<file path="src/rtl/inst_fetch_unit.sv">
// Instruction fetch: one outstanding imem request, 2-entry {word, pc} buffer, redirect/flush handling.
// Latency: request the cycle after reset or a free slot; a word is visible on instr_* the cycle after imem_rvalid.
// Backpressure: instr_ready low fills the buffer, and the unit stops requesting while it holds 2 entries.
module inst_fetch_unit #(
  parameter logic [31:0] RESET_PC = 32'h0000_0000
) (
  input  logic        clk,
  input  logic        rst,
  output logic        imem_req,
  output logic [31:0] imem_addr,
  input  logic        imem_gnt,
  input  logic        imem_rvalid,
  input  logic [31:0] imem_rdata,
  input  logic        redirect_valid,
  input  logic [31:0] redirect_pc,
  output logic        instr_valid,
  output logic [31:0] instr_word,
  output logic [31:0] instr_pc,
  input  logic        instr_ready
);

  localparam logic [31:0] NOP = 32'h0000_0013;

  typedef enum logic [1:0] {
    S_REQ     = 2'd0,
    S_WAIT    = 2'd1,
    S_DISCARD = 2'd2
  } state_t;

  state_t      state_q;
  logic [31:0] pc_q, pc_d;
  logic [31:0] infl_pc_q;
  logic [1:0]  count_q, count_d;
  logic        head_q, head_d;
  logic [31:0] word_q [2];
  logic [31:0] epc_q  [2];

  logic req_acc;
  logic rsp_acc;
  logic in_flight;
  logic push;
  logic pop;
  logic tail;

  // Handshake qualifiers; redirect overrides any push or pop in the same cycle.
  assign imem_req  = ~rst && (state_q == S_REQ) && (count_q != 2'd2);
  assign imem_addr = pc_q;
  assign req_acc   = imem_req & imem_gnt;
  assign rsp_acc   = (state_q == S_WAIT) & imem_rvalid;
  // A response is still owed if we are waiting and it has not arrived, or we are being granted now.
  assign in_flight = (((state_q == S_WAIT) || (state_q == S_DISCARD)) && !imem_rvalid) || req_acc;
  assign push      = rsp_acc & ~redirect_valid;
  assign pop       = instr_valid & instr_ready & ~redirect_valid;
  assign tail      = head_q ^ count_q[0];

  // Head of buffer drives the decoder; empty buffer presents a NOP at PC 0.
  assign instr_valid = (count_q != 2'd0);
  assign instr_word  = instr_valid ? word_q[head_q] : NOP;
  assign instr_pc    = instr_valid ? epc_q[head_q]  : 32'h0000_0000;

  // Fetch FSM: redirect decides between REQ and DISCARD depending on an owed response.
  always_ff @(posedge clk or posedge rst) begin
    if (rst) begin
      state_q <= S_REQ;
    end else if (redirect_valid) begin
      state_q <= in_flight ? S_DISCARD : S_REQ;
    end else begin
      case (state_q)
        S_REQ:     if (req_acc)     state_q <= S_WAIT;
        S_WAIT:    if (imem_rvalid) state_q <= S_REQ;
        S_DISCARD: if (imem_rvalid) state_q <= S_REQ;
        default:                    state_q <= S_REQ;
      endcase
    end
  end

  // Next fetch PC and buffer occupancy; redirect wins over increment, push and pop.
  always_comb begin
    pc_d    = pc_q;
    count_d = count_q;
    head_d  = head_q;
    if (redirect_valid) begin
      pc_d    = redirect_pc & 32'hFFFF_FFFC;
      count_d = 2'd0;
      head_d  = 1'b0;
    end else begin
      if (req_acc) pc_d = pc_q + 32'd4;
      count_d = count_q + {1'b0, push} - {1'b0, pop};
      if (pop) head_d = ~head_q;
    end
  end

  // Control registers with asynchronous reset.
  always_ff @(posedge clk or posedge rst) begin
    if (rst) begin
      pc_q      <= RESET_PC & 32'hFFFF_FFFC;
      infl_pc_q <= 32'h0000_0000;
      count_q   <= 2'd0;
      head_q    <= 1'b0;
    end else begin
      pc_q    <= pc_d;
      count_q <= count_d;
      head_q  <= head_d;
      if (req_acc) infl_pc_q <= pc_q;
    end
  end

  // Buffer storage; contents are only meaningful under count_q, so no reset is needed.
  always_ff @(posedge clk) begin
    if (push) begin
      word_q[tail] <= imem_rdata;
      epc_q[tail]  <= infl_pc_q;
    end
  end

endmodule

</file>
<file path="config.mk">
export PLATFORM = sky130hd
export DESIGN_NAME = inst_fetch_unit
export DESIGN_NICKNAME = d
export VERILOG_FILES = /design/src/rtl/inst_fetch_unit.sv
export SDC_FILE = /design/constraint.sdc
export NUM_CORES = 1
export LEC_CHECK = 0
export BUFFER_PORTS_ARGS = -buffer_cell sky130_fd_sc_hd__buf_2
export CAP_MARGIN = 20
export CORE_MARGIN = 2
export CORE_UTILIZATION = 49
export CTS_BUF_LIST = sky130_fd_sc_hd__clkbuf_16
export DETAILED_ROUTE_END_ITERATION = 8
export GPL_ROUTABILITY_DRIVEN = 0
export PLACE_DENSITY = 0.74
export SKIP_CTS_REPAIR_TIMING = 1
export SLEW_MARGIN = 30
export SYNTH_ARGS = -nofsm -noshare
export SYNTH_HDL_FRONTEND = slang
export SYNTH_SLANG_ARGS = --single-unit
</file>
<file path="constraint.sdc">
create_clock -name clk -period 4 [get_ports clk]
set_input_delay 1 -clock clk [delete_from_list [all_inputs] [get_ports clk]]
set_output_delay 1 -clock clk [all_outputs]
set_load 0.1 [all_outputs]
</file>
==> results.txt <==
The run finished with clean final reports. The final critical path time including I/O delays and setup is 3290 ps. The DRC violation count after routing is 0. The detail-routed via count per cell is ~5. For this configuration, the core starts out at a cell density of between 40% and 50%. The final cell count without fillers came out at between 1k and 1.5k.

The most used flip-flop cell after synthesis is sky130_fd_sc_hd__edfxtp_1. The via count of the first global-routing pass is approximately 5.0k. The first routing iteration left 341 violations. The number of maximum-capacitance constraint violations is 0. The worst-case register-to-register setup slack came out at roughly 1300 ps. The min-delay analysis places its worst path in the category register to register. The number of optimization iterations in the first detailed-route pass came out at 5.

The insertion delay of the later-clocked pin in the worst-skew pair is between 400 and 500 ps. The tightest slew margin relative to the limit came out at between 50% and 60%. The final antenna diode count is 0. The final setup violation count came out at 0. After layout, the worst setup slack is approximately 710 ps. The cell area after layout is ~9500 sq um.

The clock passes through at most 2 buffers. The final number of max-transition violations was 0. The net count of the finished layout is around 850.

The synthesized area divided by synthesized cell count came out at between 10 and 15 sq um. The number of standard cells after synthesis is 619. The number of clock buffers inserted by TritonCTS is 17. The setup total negative slack came out at 0 ps.

The root buffer cell is sky130_fd_sc_hd__clkbuf_16. At the pin with the least slew margin, the transition time is ~730 ps. Setup repair after global routing left no endpoint under its margin.

The hold violation total from the final report is 0. The core area is between 15000 and 20000 sq um. The final worst hold slack came out at between 400 and 500 ps.

The first global-routing pass estimated about 25 mm of wire. During synthesis, Yosys emitted a total of 0 warnings. The half-perimeter wire length of the detailed placement result came out at approximately 11 mm. In this run the cell area measured after placement is 8940 sq um. Leaving out fill and tap cells, the most frequent cells in the layout are sky130_fd_sc_hd__buf_2, sky130_fd_sc_hd__edfxtp_1, sky130_fd_sc_hd__nand2_1. The fraction of the cycle the final worst path needs is 82.2%. The x dimension of the die came out at around 130 microns.

The clock net in this run drives a total of between 150 and 200 sinks. For this run, the top clock speed supported by timing is around 0.30 GHz. The total wire length is 16.1 mm. The cell row count came out at between 40 and 50.

STA classifies the critical path startpoint as a register. The number of placed I/O pins is between 150 and 200. The die is about 130 microns tall. The initial antenna violation count came to 0.

The setup slack after placement is ~1000 ps. The maximum number of pins on one net before global-route repair came out at 58. The routed via count is about 5.2k. The total grt overflow is 0. In the final layout, the share of cells above drive strength 1 is around 27%. The area growth from synthesis to final layout is 21.1%. Global routing consumed, over all layers together, about a fifth of the routing resources. VDD sags by at most slightly above 0.0003 V. The number of fill cells is roughly 1.3k. The worst-path maximum fanout came out at 41. The number of port buffers came out at ~160. By startpoint and endpoint, the worst setup path is classified as register to primary output.

The floorplan die area came out at 17100 sq um. The largest clock skew in the final design came out at about 5.3 ps. The library cell used most frequently in the layout, excluding fill and tap cells, is sky130_fd_sc_hd__buf_2. TritonCTS built the clock tree. The critical path required time came out at 3000 ps. The part of the Yosys area used for sequential elements is 68.1%. The clock-pin slew of the registers on the worst-case setup and hold paths came out at 70 ps.

The post-placement cell count is slightly below 1k. Counting flops with a built-in enable in the synthesized netlist gives ~120. The worst setup path is captured at a primary output. The area of the mapped netlist came out at 7860 sq um.

The total power per unit cell area came out at between 500 and 600 nW/um^2. The fraction of synthesis flops using an asynchronous set or reset pin is 34.4%. The detail route stage leaves a number of antenna-violating nets equal to 0. The average detailed-routed wire length per instance came out at around 16 microns. The number of levels the H-tree was split into is 4. The analysis attributes to cell leakage a power of roughly 0.0039 uW. The synthesized flop and latch total is approximately 190.

The number of distinct standard cells referenced by the synthesized netlist came out at 45. Data on the critical path arrives at its endpoint at around 2300 ps.
## state kept, by name, indices dropped and copies added (netlist names)
register	count
head_q	1
count_q	2
state_q	2
infl_pc_q	30
word_q	64
imem_addr	30
epc_q	60
## worst max-delay path, stage by stage, from the launching register on
cell,delay [ps]
sky130_fd_sc_hd__dfrtp_4,900
sky130_fd_sc_hd__buf_12,300
sky130_fd_sc_hd__mux2i_1,100
sky130_fd_sc_hd__nor2_1,110
sky130_fd_sc_hd__buf_2,440
## area by class of cell
type | count | area (sq um) | area share [%]
clock buffers | 17 | 425 | 4.47
clock inverters | 15 | 151 | 1.59
inverters | 9 | 35.0 | 0.368
multi-input cells | 392 | 2360 | 24.8
flip-flops and latches | 189 | 5350 | 56.3
well taps | 216 | 270 | 2.84
repair buffers | 169 | 916 | 9.63
## metal layers
layer	GRT usage, %	part of all wire (%)	up-vias
met5	0	0	-
met4	6.82	1.3	0
met3	4.44	5.7	16
met2	30.8	48	165
met1	25.3	45	2484
li1	-	-	2493
## through the flow
stage          power (uW)  util [%]
2_1_floorplan        3530         -
3_3_place_gp         3780      56.7
3_5_place_dp         3830      56.7
4_1_cts              5470      60.3
5_1_grt              5650      60.3
6_report             5420      60.3
## path summary, 6_finish.rpt
path | from | to | cells past startpoint
worst max-delay path | head_q$_DFFE_PP0P_ | instr_pc[24] | 4
worst min register to register | infl_pc_q[26]$_DFFE_PP0P_ | epc_q[1][26]$_DFFE_PP_ | 0
worst max register to register | head_q$_DFFE_PP0P_ | word_q[1][28]$_DFFE_PP_ | 4
worst min-delay path | infl_pc_q[26]$_DFFE_PP0P_ | epc_q[1][26]$_DFFE_PP_ | 0
max in group asynchronous | rst | imem_addr[20]$_DFFE_PP0P_ | 3
min in group asynchronous | rst | imem_addr[26]$_DFFE_PP0P_ | 2
## where the power goes
group / total, uW / switching [uW] / internal [uW]
clock: 1630 / 708 / 920
sequential: 2600 / 209 / 2390
combinational: 1190 / 936 / 256
total: 5420 / 1850 / 3570
## synthesized netlist by cell type, drive strengths merged (6+ instances only)
| cell | instances | area share, % |
|---|---|---|
| nor4 | 9 | 0.72 |
| nand2 | 122 | 5.9 |
| xor2 | 11 | 1.2 |
| xnor2 | 19 | 2.1 |
| and4 | 7 | 0.84 |
| inv | 8 | 0.38 |
| clkbuf | 16 | 0.76 |
| nand4 | 7 | 0.64 |
| mux2i | 63 | 8.0 |
| edfxtp | 124 | 47 |
| nor2 | 67 | 3.2 |
| dfrtp | 65 | 21 |
| o21ai | 31 | 2.0 |
| nand3 | 13 | 1.1 |
| buf | 16 | 1.1 |
| nor3 | 6 | 0.45 |
## kinds of logic after synthesis
family / Yosys count / synth area share, %
other: 1 / 0.0477
adder cells (fa/ha/maj): 5 / 0.796
XOR/XNOR: 30 / 3.34
AO/OA/AOI/OAI: 38 / 2.67
flip-flops: 189 / 68.1
multiplexers: 65 / 8.31
buffers and inverters: 41 / 2.29
AND/OR/NAND/NOR: 250 / 14.5
Power figures use the tool's default switching activity.
